==> src/rtl/alu_unit.sv <==
// Execute-stage ALU between reg_file read ports and its write port.
// Single-cycle logic/arith ops; MUL is an iterative shift-add taking WIDTH cycles.
module alu_unit #(
    parameter int WIDTH  = 8,
    parameter int ADDR_W = 4
) (
    input  logic              clk,
    input  logic              rst_n,
    input  logic              start,
    input  logic [2:0]        op,
    input  logic [WIDTH-1:0]  a,
    input  logic [WIDTH-1:0]  b,
    input  logic [ADDR_W-1:0] wa_in,
    output logic              busy,
    output logic              done,
    output logic              write_enable,
    output logic [ADDR_W-1:0] wa_out,
    output logic [WIDTH-1:0]  alu_result,
    output logic [WIDTH-1:0]  mul_hi,
    output logic              zero,
    output logic              carry
);
    localparam logic [2:0] OP_ADD = 3'b000, OP_SUB = 3'b001, OP_AND = 3'b010, OP_OR  = 3'b011,
                           OP_XOR = 3'b100, OP_SHL = 3'b101, OP_SHR = 3'b110, OP_MUL = 3'b111;
    localparam int CNT_W = $clog2(WIDTH + 1);

    typedef enum logic {S_IDLE, S_MUL} state_t;

    state_t                 r_state, w_next;
    logic [2*WIDTH-1:0]     r_mcand, r_acc, w_acc_nxt;
    logic [WIDTH-1:0]       r_mplier;
    logic [CNT_W-1:0]       r_cnt;
    logic                   r_done, r_zero, r_carry;
    logic [WIDTH-1:0]       r_result, r_mul_hi;
    logic [ADDR_W-1:0]      r_wa;
    logic                   w_accept, w_mul_last;
    logic [WIDTH-1:0]       w_res;
    logic                   w_cy;
    logic [WIDTH:0]         w_add, w_sub, w_shl, w_shr;

    // State register
    always_ff @(posedge clk or negedge rst_n) begin
        if (!rst_n) r_state <= S_IDLE;
        else        r_state <= w_next;
    end

    // Next-state logic
    always_comb begin
        w_next = r_state;
        case (r_state)
            S_IDLE: if (start && op == OP_MUL)          w_next = S_MUL;
            S_MUL:  if (r_cnt == CNT_W'(WIDTH - 1))      w_next = S_IDLE;
            default:                                     w_next = S_IDLE;
        endcase
    end

    // FSM outputs
    always_comb begin
        w_accept   = (r_state == S_IDLE) && start;
        w_mul_last = (r_state == S_MUL) && (r_cnt == CNT_W'(WIDTH - 1));
        busy       = (r_state == S_MUL);
    end

    // Carry/borrow live in the extra top bit; shift-out lands in the spare end bit
    assign w_add = {1'b0, a} + {1'b0, b};
    assign w_sub = {1'b0, a} - {1'b0, b};
    assign w_shl = {1'b0, a} << b[2:0];
    assign w_shr = {a, 1'b0} >> b[2:0];

    always_comb begin
        w_res = '0;
        w_cy  = 1'b0;
        case (op)
            OP_ADD: begin w_res = w_add[WIDTH-1:0]; w_cy = w_add[WIDTH]; end
            OP_SUB: begin w_res = w_sub[WIDTH-1:0]; w_cy = w_sub[WIDTH]; end
            OP_AND: w_res = a & b;
            OP_OR:  w_res = a | b;
            OP_XOR: w_res = a ^ b;
            OP_SHL: begin w_res = w_shl[WIDTH-1:0]; w_cy = w_shl[WIDTH]; end
            OP_SHR: begin w_res = w_shr[WIDTH:1];   w_cy = w_shr[0];     end
            default: ;
        endcase
    end

    assign w_acc_nxt = r_acc + (r_mplier[0] ? r_mcand : '0);

    always_ff @(posedge clk or negedge rst_n) begin
        if (!rst_n) begin
            r_mcand  <= '0;
            r_acc    <= '0;
            r_mplier <= '0;
            r_cnt    <= '0;
            r_done   <= 1'b0;
            r_zero   <= 1'b0;
            r_carry  <= 1'b0;
            r_result <= '0;
            r_mul_hi <= '0;
            r_wa     <= '0;
        end else begin
            r_done <= 1'b0;
            if (w_accept) begin
                r_wa <= wa_in;
                if (op == OP_MUL) begin
                    r_mcand  <= {{WIDTH{1'b0}}, a};
                    r_mplier <= b;
                    r_acc    <= '0;
                    r_cnt    <= '0;
                end else begin
                    r_result <= w_res;
                    r_carry  <= w_cy;
                    r_zero   <= (w_res == '0);
                    r_mul_hi <= '0;
                    r_done   <= 1'b1;
                end
            end
            if (r_state == S_MUL) begin
                r_acc    <= w_acc_nxt;
                r_mcand  <= r_mcand << 1;
                r_mplier <= r_mplier >> 1;
                r_cnt    <= r_cnt + 1'b1;
                if (w_mul_last) begin
                    r_result <= w_acc_nxt[WIDTH-1:0];
                    r_mul_hi <= w_acc_nxt[2*WIDTH-1:WIDTH];
                    r_carry  <= |w_acc_nxt[2*WIDTH-1:WIDTH];
                    r_zero   <= (w_acc_nxt[WIDTH-1:0] == '0);
                    r_done   <= 1'b1;
                end
            end
        end
    end

    assign done         = r_done;
    assign write_enable = r_done;
    assign wa_out       = r_wa;
    assign alu_result   = r_result;
    assign mul_hi       = r_mul_hi;
    assign zero         = r_zero;
    assign carry        = r_carry;
endmodule

==> config.mk <==
export PLATFORM = sky130hd
export DESIGN_NAME = alu_unit
export DESIGN_NICKNAME = d
export VERILOG_FILES = /design/src/rtl/alu_unit.sv
export SDC_FILE = /design/constraint.sdc
export NUM_CORES = 1
export LEC_CHECK = 0
export ABC_CLOCK_PERIOD_IN_PS = 7500
export CORE_AREA = 2 2 112 114
export DETAILED_ROUTE_END_ITERATION = 6
export DIE_AREA = 0 0 114 116
export DONT_BUFFER_PORTS = 1
export PLACE_DENSITY = 0.59
export SLEW_MARGIN = 10
export SYNTH_ARGS = -nofsm -noshare
export SYNTH_HDL_FRONTEND = slang
export SYNTH_SLANG_ARGS = --single-unit
==> constraint.sdc <==
create_clock -name clk -period 7.5 [get_ports clk]
set_input_delay 1.5 -clock clk [delete_from_list [all_inputs] [get_ports clk]]
set_output_delay 1.5 -clock clk [all_outputs]
set_load 0.01 [all_outputs]
==> Flow_metrics.wiki, run 1 <==
{| class="wikitable"
! Metric !! Value
|-
| Result of the run || finished, final reports clean
|-
| Final Hold Violating Endpoints || 0
|-
| Routed wl met2 || 7275 um
|-
| Top area cells in the synthesized netlist || dfrtp_1 (32%), ha_1 (9.6%), nand2_1 (6.7%)
|-
| Starting density of the core || roughly 45%
|-
| Seq cells post-synth || 68
|-
| Worst skew pair latency || 0.34 ns
|-
| Clock tree from TritonCTS || done
|-
| Number of standard cells after synthesis || 655
|-
| Clock transition at the registers of the reported paths || 0.06 ns
|-
| Unrepaired setup endpoints after global routing || no
|-
| Flop-to-flop setup slack || 4.00 ns
|-
| Cells resized by post-CTS repair || 0
|-
| Least-Margin Pin Slew || ~1.0 ns
|-
| Power density normalized to cell area || 280.0 nW/um2
|-
| Post-synthesis net count || between 700 and 800
|-
| Number of antenna violations at the first check in global routing || 0
|-
| Timing endpoint of the critical path || alu_result[7]
|-
| First-pass GRT wire length || 25,930 um
|-
| Post-synthesis area per instance || 8.132 um2
|-
| Most used standard cell by instance count after synthesis || nand2_1
|-
| Vertical die dimension || about 120 um
|-
| Hold_ws || 0.4869 ns
|-
| CP Class || in2reg
|-
| Minimum setup slack after placement || 3.622 ns
|-
| Port Buffers || 0
|-
| Maximum ir drop on the vdd rail || roughly 130 uV
|-
| Top cell types by occurrence after synthesis || nand2_1 (95), dfrtp_1 (68), o21ai_0 (64), nor2_1 (47), a21oi_1 (44)
|-
| Pin count of the biggest net entering global routing || 74
|-
| Shortest clock period the worst path allows after layout || 3.538 ns
|-
| Worst setup path startpoint || b[1]
|-
| Detail-routed via count per cell || 6.272
|-
| Number of global-route vias before repair || about 4,800
|-
| Setup Skew || 0.009604 ns
|-
| Post-DP HPWL || about 12,000 um
|-
| Area growth from synthesis to layout || 6.131%
|-
| Sequential fraction of the synthesis area || 31.95%
|-
| Count of cells along the worst register-to-register path || 9
|-
| Share of flip-flops with an asynchronous set or reset after synthesis || 100.0%
|-
| Yosys warns || 0
|-
| Root Buffer || clkbuf_16
|-
| Tcrit/Tclk final || 47.17%
|-
| CTS Sinks || 68
|-
| EDFF count, synth || 0
|-
| Total routing usage reported by global routing || between 20% and 30%
|-
| Synth top area share || 31.95%
|-
| Reg-to-Reg Start || r_mplier[0]
|-
| Number of design rule violations left after detail routing || 0
|-
| Core outline area || 11,910 um2
|-
| Maximum buffer depth of the clock tree || 2
|-
| Final core utilization || 47.46%
|-
| Slew HR || around a third
|-
| Starting DRC count in detailed routing || a little under 400
|-
| Via Count || 4,880
|-
| Depth of the CTS H-tree || 3
|-
| Min setup slack post-route || 3.962 ns
|-
| Dominant synthesized flop cell || dfrtp_1
|-
| Post-synthesis cell type count || 69
|-
| Total negative setup slack || 0 ns
|-
| Req. time, crit path || between 7 and 8 ns
|-
| Biggest fanout along the worst timing path || 20
|-
| Proportion of layout cells with a drive suffix above 1 || 4.596%
|-
| Wire length on met1 || 7219 um
|-
| Area of the die || 13,220 um2
|-
| Antenna-violating nets left || 0
|-
| Aggregate routed wire length || 15,930 um
|-
| Router iterations before antenna repair || 5
|-
| Wire per inst || 20.47 um
|-
| Post-CTS Setup Bufs || 0
|-
| Fmax || 282.7 MHz
|-
| Worst min-delay path class || reg2reg
|-
| Row count || 40
|-
| Final count of pins violating max slew || 0
|-
| Met3 Routed Length || 1026 um
|-
| Hold-fix buffers at CTS || 0
|-
| Launching element type of the critical path || input port
|-
| Max-cap violations || 0
|-
| Static Leak || around 2.5 nW
|-
| Overflow after GRT || 0
|-
| Final setup viols || 0
|-
| Top Layer Used || met4
|-
| Type of destination of the critical path || flip-flop
|-
| End of the worst register-to-register path || carry
|-
| Die extent in x || around 110 um
|-
| Num CTS Buffers || 9
|-
| Ports placed on the boundary || between 50 and 60
|-
| Final weighted congestion in routability-driven placement || between 0.9 and 1
|-
| ANT cells || 0
|-
| Synth Cell Area || 5326 um2
|-
| Number of nets in the final layout || 696
|-
| Post-layout total power || 1.583 mW
|-
| Cell taking the most area after synthesis || dfrtp_1
|-
| Signal arrival time at the worst endpoint || 3.76 ns
|}
[worst min-delay path by stage]
stage	startpoint	end	cells after the start
6_report	r_mplier[3]	r_mplier[2]	2
5_1_grt	r_mplier[4]	r_mplier[3]	2
4_1_cts	r_mplier[3]	r_mplier[2]	2
3_5_place_dp	r_mplier[3]	r_mplier[2]	2
3_3_place_gp	r_mplier[4]	r_mplier[3]	2
2_1_floorplan	r_mplier[1]	r_mplier[0]	2
[logic make-up (layout without fill, tap and decap cells)]
kind of cell	Yosys count	after routing	synth area share, %
buffers and inverters	70	46	5.426
AOI/OAI and AO/OA	199	199	23.68
DFF	68	68	31.95
and+or+nand+nor	235	235	20.81
adders and majority gates	44	44	10.76
muxes	18	18	3.923
xor gates and xnor gates	21	21	3.453
[power by group]
group          internal (mW)  switching (mW)  leakage (nW)
sequential             0.493           0.121         0.897
clock                  0.274           0.160         0.149
combinational          0.201           0.334          1.49
[metal layers]
layer	vias up	global-route usage, %
met5	-	0
met4	0	9.431
met2	189	40.12
met3	28	5.649
met1	2368	34.21
li1	2295	-
[state kept, by name, indices dropped and copies added (netlist names)]
| signal | flops |
|---|---|
| busy | 1 |
| r_mcand | 16 |
| wa_out | 4 |
| mul_hi | 8 |
| r_mplier | 8 |
| carry | 1 |
| r_cnt | 4 |
| r_acc | 16 |
| zero | 1 |
| done | 1 |
| alu_result | 8 |
[per-stage QoR]
stage,cell area [um2],cells
2_1_floorplan,5326,655
3_3_place_gp,5349,762
3_5_place_dp,5349,762
4_1_cts,5653,778
5_1_grt,5653,778
6_report,5653,778
[final cells by class]
cell class | instances | area [um2]
clock inverter | 4 | 47.55
sequential | 68 | 1703
multi-input combinational | 517 | 3342
timing repair buffer | 2 | 15.01
inverter | 28 | 105.1
tap | 147 | 183.9
fill | 1198 | 6259
clock buffer | 12 | 256.5
[critical path, stage by stage]
cell	delay [ns]
inv_1	0.32
ha_1	0.34
or2_2	0.30
a211oi_1	0.34
o211ai_1	0.15
a31oi_1	0.19
mux2i_1	0.11
a21o_1	0.21
a221o_1	0.29
[layout by cell type (no fill, tap or decap), types with 4 or more instances in the layout]
cell type / Yosys / final
dfrtp_1: 68 / 67
xnor2_1: 15 / 15
clkbuf_16: 0 / 9
a22oi_1: 7 / 7
o22ai_1: 9 / 9
nand3_1: 21 / 21
and2_1: 19 / 19
o21ai_0: 64 / 64
nand2_1: 95 / 95
o31ai_1: 4 / 4
ha_1: 41 / 41
o211ai_1: 7 / 7
inv_1: 28 / 28
nor2b_1: 9 / 9
and3_1: 6 / 6
nor2_1: 47 / 47
a221oi_1: 7 / 7
xor2_1: 6 / 6
nor3_1: 14 / 14
o21bai_1: 4 / 4
a211oi_1: 5 / 5
a21oi_1: 44 / 44
mux2i_1: 13 / 13
a21o_1: 8 / 8
a31oi_1: 6 / 6
No activity file was read; power rests on OpenSTA's default activity.
==> run 2: changes to the inputs <==
ABC_CLOCK_PERIOD_IN_PS = 3670   (was 7500)
clock period = 3.67 ns   (was 7.5 ns; I/O delays follow)
==> run 2 against run 1 <==
Against the previous run: hold slack got worse by 0.39 ns; first-iteration DRC count decreased by 25%; non-clock buffer count increased by 2; routed wire length increased by 1.3%; combinational power increased by 100%; via count decreased by 2.0%; largest cell class unchanged; highest routed layer unchanged.
==> Flow_metrics.wiki, run 2 (synthesis gave the netlist of run 1 again) <==
{| class="wikitable"
! Metric !! Value
|-
| Shortest clock period the worst path allows after layout || 3.186 ns
|-
| Port Buffers || 0
|-
| Starting DRC count in detailed routing || between 200 and 300
|-
| Number of nets in the final layout || ~700
|-
| Ports placed on the boundary || 51
|-
| Multi-input gate area || about 3300 um2
|-
| Overflow after GRT || 0
|-
| Post-DP HPWL || 12,010 um
|-
| Clock tree from TritonCTS || done
|-
| Hold-fix buffers at CTS || 0
|-
| Total negative setup slack || 0 ns
|-
| Die extent in x || 114 um
|-
| ANT cells || 0
|-
| Proportion of layout cells with a drive suffix above 1 || 4.897%
|-
| Total of fill cells in the finished design || 1,197
|-
| Number of global-route vias before repair || 4,674
|-
| Regs by FF count || r_acc x16, r_mcand x16
|-
| Power density normalized to cell area || 576.5 nW/um2
|-
| Unrepaired setup endpoints after global routing || no
|-
| Static Leak || 2.544 nW
|-
| Core outline area || 11,910 um2
|-
| Num CTS Buffers || 9
|-
| Pin count of the biggest net entering global routing || just under 70
|-
| Final setup viols || 0
|-
| Launching element type of the critical path || flip-flop
|-
| Router iterations before antenna repair || 6
|-
| Req. time, crit path || 3.91 ns
|-
| Maximum buffer depth of the clock tree || 2
|-
| Result of the run || finished, final reports clean
|-
| Worst min-delay path class || in2async
|-
| Leading cell type in the layout, fill and taps excluded || nand2_1
|-
| Vertical die dimension || roughly 120 um
|-
| Signal arrival time at the worst endpoint || between 3 and 4 ns
|-
| Worst skew pair latency || around 0.33 ns
|-
| Number of design rule violations left after detail routing || 0
|-
| Type of destination of the critical path || flip-flop
|-
| Area growth from synthesis to layout || 6.437%
|-
| Detail-routed via count per cell || 6.128
|-
| Biggest fanout along the worst timing path || 17
|-
| Final weighted congestion in routability-driven placement || roughly 0.98
|-
| Row count || 40
|-
| Least-Margin Pin Slew || 0.8136 ns
|-
| Total non-filler cell area in the finished layout || 5669 um2
|-
| Area of the die || about 13,000 um2
|-
| Area used by sequential logic in the layout || 1703 um2
|-
| Clock transition at the registers of the reported paths || approximately 0.06 ns
|-
| Via Count || about 4,800
|-
| Slew HR || 45.34%
|-
| Cells resized by post-CTS repair || 0
|-
| Final count of pins violating max slew || 0
|-
| Maximum ir drop on the vdd rail || 243.6 uV
|-
| Antenna-violating nets left || 0
|-
| Post-layout total power || 3.268 mW
|-
| First-pass GRT wire length || approximately 26,000 um
|-
| Wire per inst || 20.68 um
|-
| Worst-path cell with the longest stage delay || dfrtp_1
|-
| Fmax || 313.9 MHz
|-
| CP max stage delay || 0.53 ns
|-
| Final Hold Violating Endpoints || 0
|-
| Total cell area at the placement stage || 5358 um2
|-
| Setup Skew || 0.01093 ns
|-
| Total routing usage reported by global routing || 25.30%
|-
| CTS Sinks || 68
|-
| Commonest cells after routing, fill and taps aside || nand2_1 (95), dfrtp_1 (67), o21ai_0 (64)
|-
| Tcrit/Tclk final || 86.81%
|-
| Critical path, cell by cell || and2_1, ha_1, fa_1, a21o_1, a221oi_1, o21bai_1, a221oi_1, o211ai_1, and2_1, a41oi_1
|-
| Aggregate routed wire length || 16,130 um
|-
| Count of cells along the worst register-to-register path || 10
|-
| Starting density of the core || 44.72%
|-
| Root Buffer || clkbuf_16
|-
| Max-cap violations || 0
|-
| CP Class || reg2reg
|-
| Number of antenna violations at the first check in global routing || 0
|-
| Depth of the CTS H-tree || 3
|-
| Post-CTS Setup Bufs || 0
|}
## run 2: final cells by class
| cell class | instances | share of cell area [%] |
|---|---|---|
| Clock buffer | 11 | 4.458 |
| Clock inverter | 5 | 1.037 |
| Inverter | 28 | 1.854 |
| Multi-Input combinational cell | 517 | 58.84 |
| Sequential cell | 68 | 30.04 |
| Tap cell | 147 | 3.244 |
| Timing Repair Buffer | 4 | 0.5297 |
## run 2: metal layers
metal	part of all wire [%]	wire, um	GRT usage, %	up-vias
li1	-	-	-	2294
met1	45	7299	33.93	2269
met2	46	7381	40.79	183
met3	6.1	978	4.341	34
met4	2.9	472	10.24	0
met5	0	0	0	-
## run 2: path summary, 6_finish.rpt
| check | from | end | slack [ns] |
|---|---|---|---|
| min in group clk | r_mplier[4] | r_mplier[3] | 0.48 |
| worst max register to register | r_mplier[0] | carry | 0.48 |
| worst max-delay path | r_mplier[0] | carry | 0.48 |
| worst min register to register | r_mplier[4] | r_mplier[3] | 0.48 |
| worst min-delay path | rst_n | mul_hi[3] | 0.1 |
| max in group asynchronous | rst_n | r_mplier[6] | 3.43 |
## run 2: power by group
part	internal [mW]	switching [mW]	total, mW
logic	0.417	0.651	1.07
clock network	0.564	0.338	0.902
registers	1.01	0.292	1.30
total	1.99	1.28	3.27
## run 2: worst max-delay path, delay by kind of cell, from the launching register on
| family | cells | cell delay (ns) |
|---|---|---|
| and+or+nand+nor | 2 | 0.42 |
| AOI/OAI and AO/OA | 6 | 1.55 |
| DFF | 1 | 0.53 |
| adders and majority gates | 2 | 0.60 |
## run 2: through the flow
step	util [%]	hold slack, ns	std cells	setup slack [ns]
2_1_floorplan	-	0.4384	655	0.6515
3_3_place_gp	44.98	0.4398	764	0.6485
3_5_place_dp	44.98	0.4398	764	0.5198
4_1_cts	47.59	0.08622	780	0.4956
5_1_grt	47.59	0.08248	780	0.2147
6_report	47.59	0.09771	780	0.4842
==> RTL edit: new RTL, flow settings as in run 1 <==
Make the reset (`rst_n`) synchronous in 2 clocked blocks.
--- a/src/rtl/alu_unit.sv
+++ b/src/rtl/alu_unit.sv
@@ -41,3 +41,3 @@
     // State register
-    always_ff @(posedge clk or negedge rst_n) begin
+    always_ff @(posedge clk) begin
         if (!rst_n) r_state <= S_IDLE;
@@ -86,3 +86,3 @@
 
-    always_ff @(posedge clk or negedge rst_n) begin
+    always_ff @(posedge clk) begin
         if (!rst_n) begin
Check against the original RTL: differs if rst_n is asserted again (counterexample within 4 cycles, from zero or initial values and one cycle with rst_n low); with rst_n held inactive, the same outputs for 4 cycles.
==> RTL edit against run 1 <==
  * Sequential cell count is the same
  * Wire length shrank 4.2%
  * Setup slack lost 90 ps
  * Final area shrank 4.1%
  * Synthesized area shrank 5.1%
  * Critical path depth is the same
  * Register-to-register slack gained 90 ps
  * Global-route usage shrank 2.0 points
  * Maximum frequency shrank 2.5%
  * Via count shrank 0.80%
  * Highest routed layer unchanged
Power is not compared: it rests on default switching activity, and its combinational part moved more than twofold at a synthesized area within 25%.
==> RTL edit: results (changes against run 1) <==
metric;value;unit;change
status;completed;;
use_met1;32.09;%;-2.1 points
n_all_inverters;31;;+11%
regArea;0.001361;mm²;-20%
grt_pass1_vias;4542;;-4.4%
syn_inst;643;;-1.8%
num-fill-cells;1187;;-0.92%
grt_first_pass_wirelength;24390;µm;-5.9%
multiInputGateArea;0.003405;mm²;+1.9%
rrSetupSlack;4090;ps;+90 ps
synth.yosys.seq_area_share;26.93;%;-5.0 points
via_per_inst;6.279;;+0.10%
crit_end;zero;;
final-clk-cell-share;5.979;%;+0.60 points
use_met3;4.550;%;-1.1 points
synth_nets;713;;-1.7%
fmax;275.7;MHz;-2.5%
synth_common_cells;nor2_1 (71), dfxtp_1 (68), a21oi_1 (62);;
worstReg2RegEnd;mul_hi[6];;
worst_pin_slew;888.0;ps;-111.8 ps
worst_hold_startpoint;r_mplier[7];;
first_iter_violations;377;;-5.0%
drt-wirelength-per-cell;19.80;µm;-3.3%
reg2regPathDepth;11;;+2
signal_buffers;4;;+2
reg2reg_from;r_mplier[0];;
==> RTL edit: changes by cell type in the layout (fill, tap and decap cells not counted), sizes merged, moves of 5 or more <==
| cell | delta |
|---|---|
| and3 | +16 |
| o221ai | +10 |
| nor2b | -5 |
| nand2b | +5 |
| nand2 | -34 |
| dfrtp | -68 |
| a21oi | +21 |
| o211a | +7 |
| o22ai | -5 |
| nor2 | +24 |
| dfxtp | +68 |
| o21ai | -38 |
==> RTL edit: critical path: stages <==
cell,delay (ps)
inv_1,60
ha_1,480
nor3_1,100
a2111oi_0,800
o21bai_1,170
a21oi_1,240
o221ai_1,130
a21oi_1,230
a41o_1,180
==> RTL edit: logic make-up after synthesis <==
group	Yosys count	synth area share, %
simple gates	238	22.65
flops	68	26.93
compound gates	189	25.74
buf+inv	70	5.718
mux	19	5.025
xor+xnor	15	2.599
fa+ha+maj	44	11.34
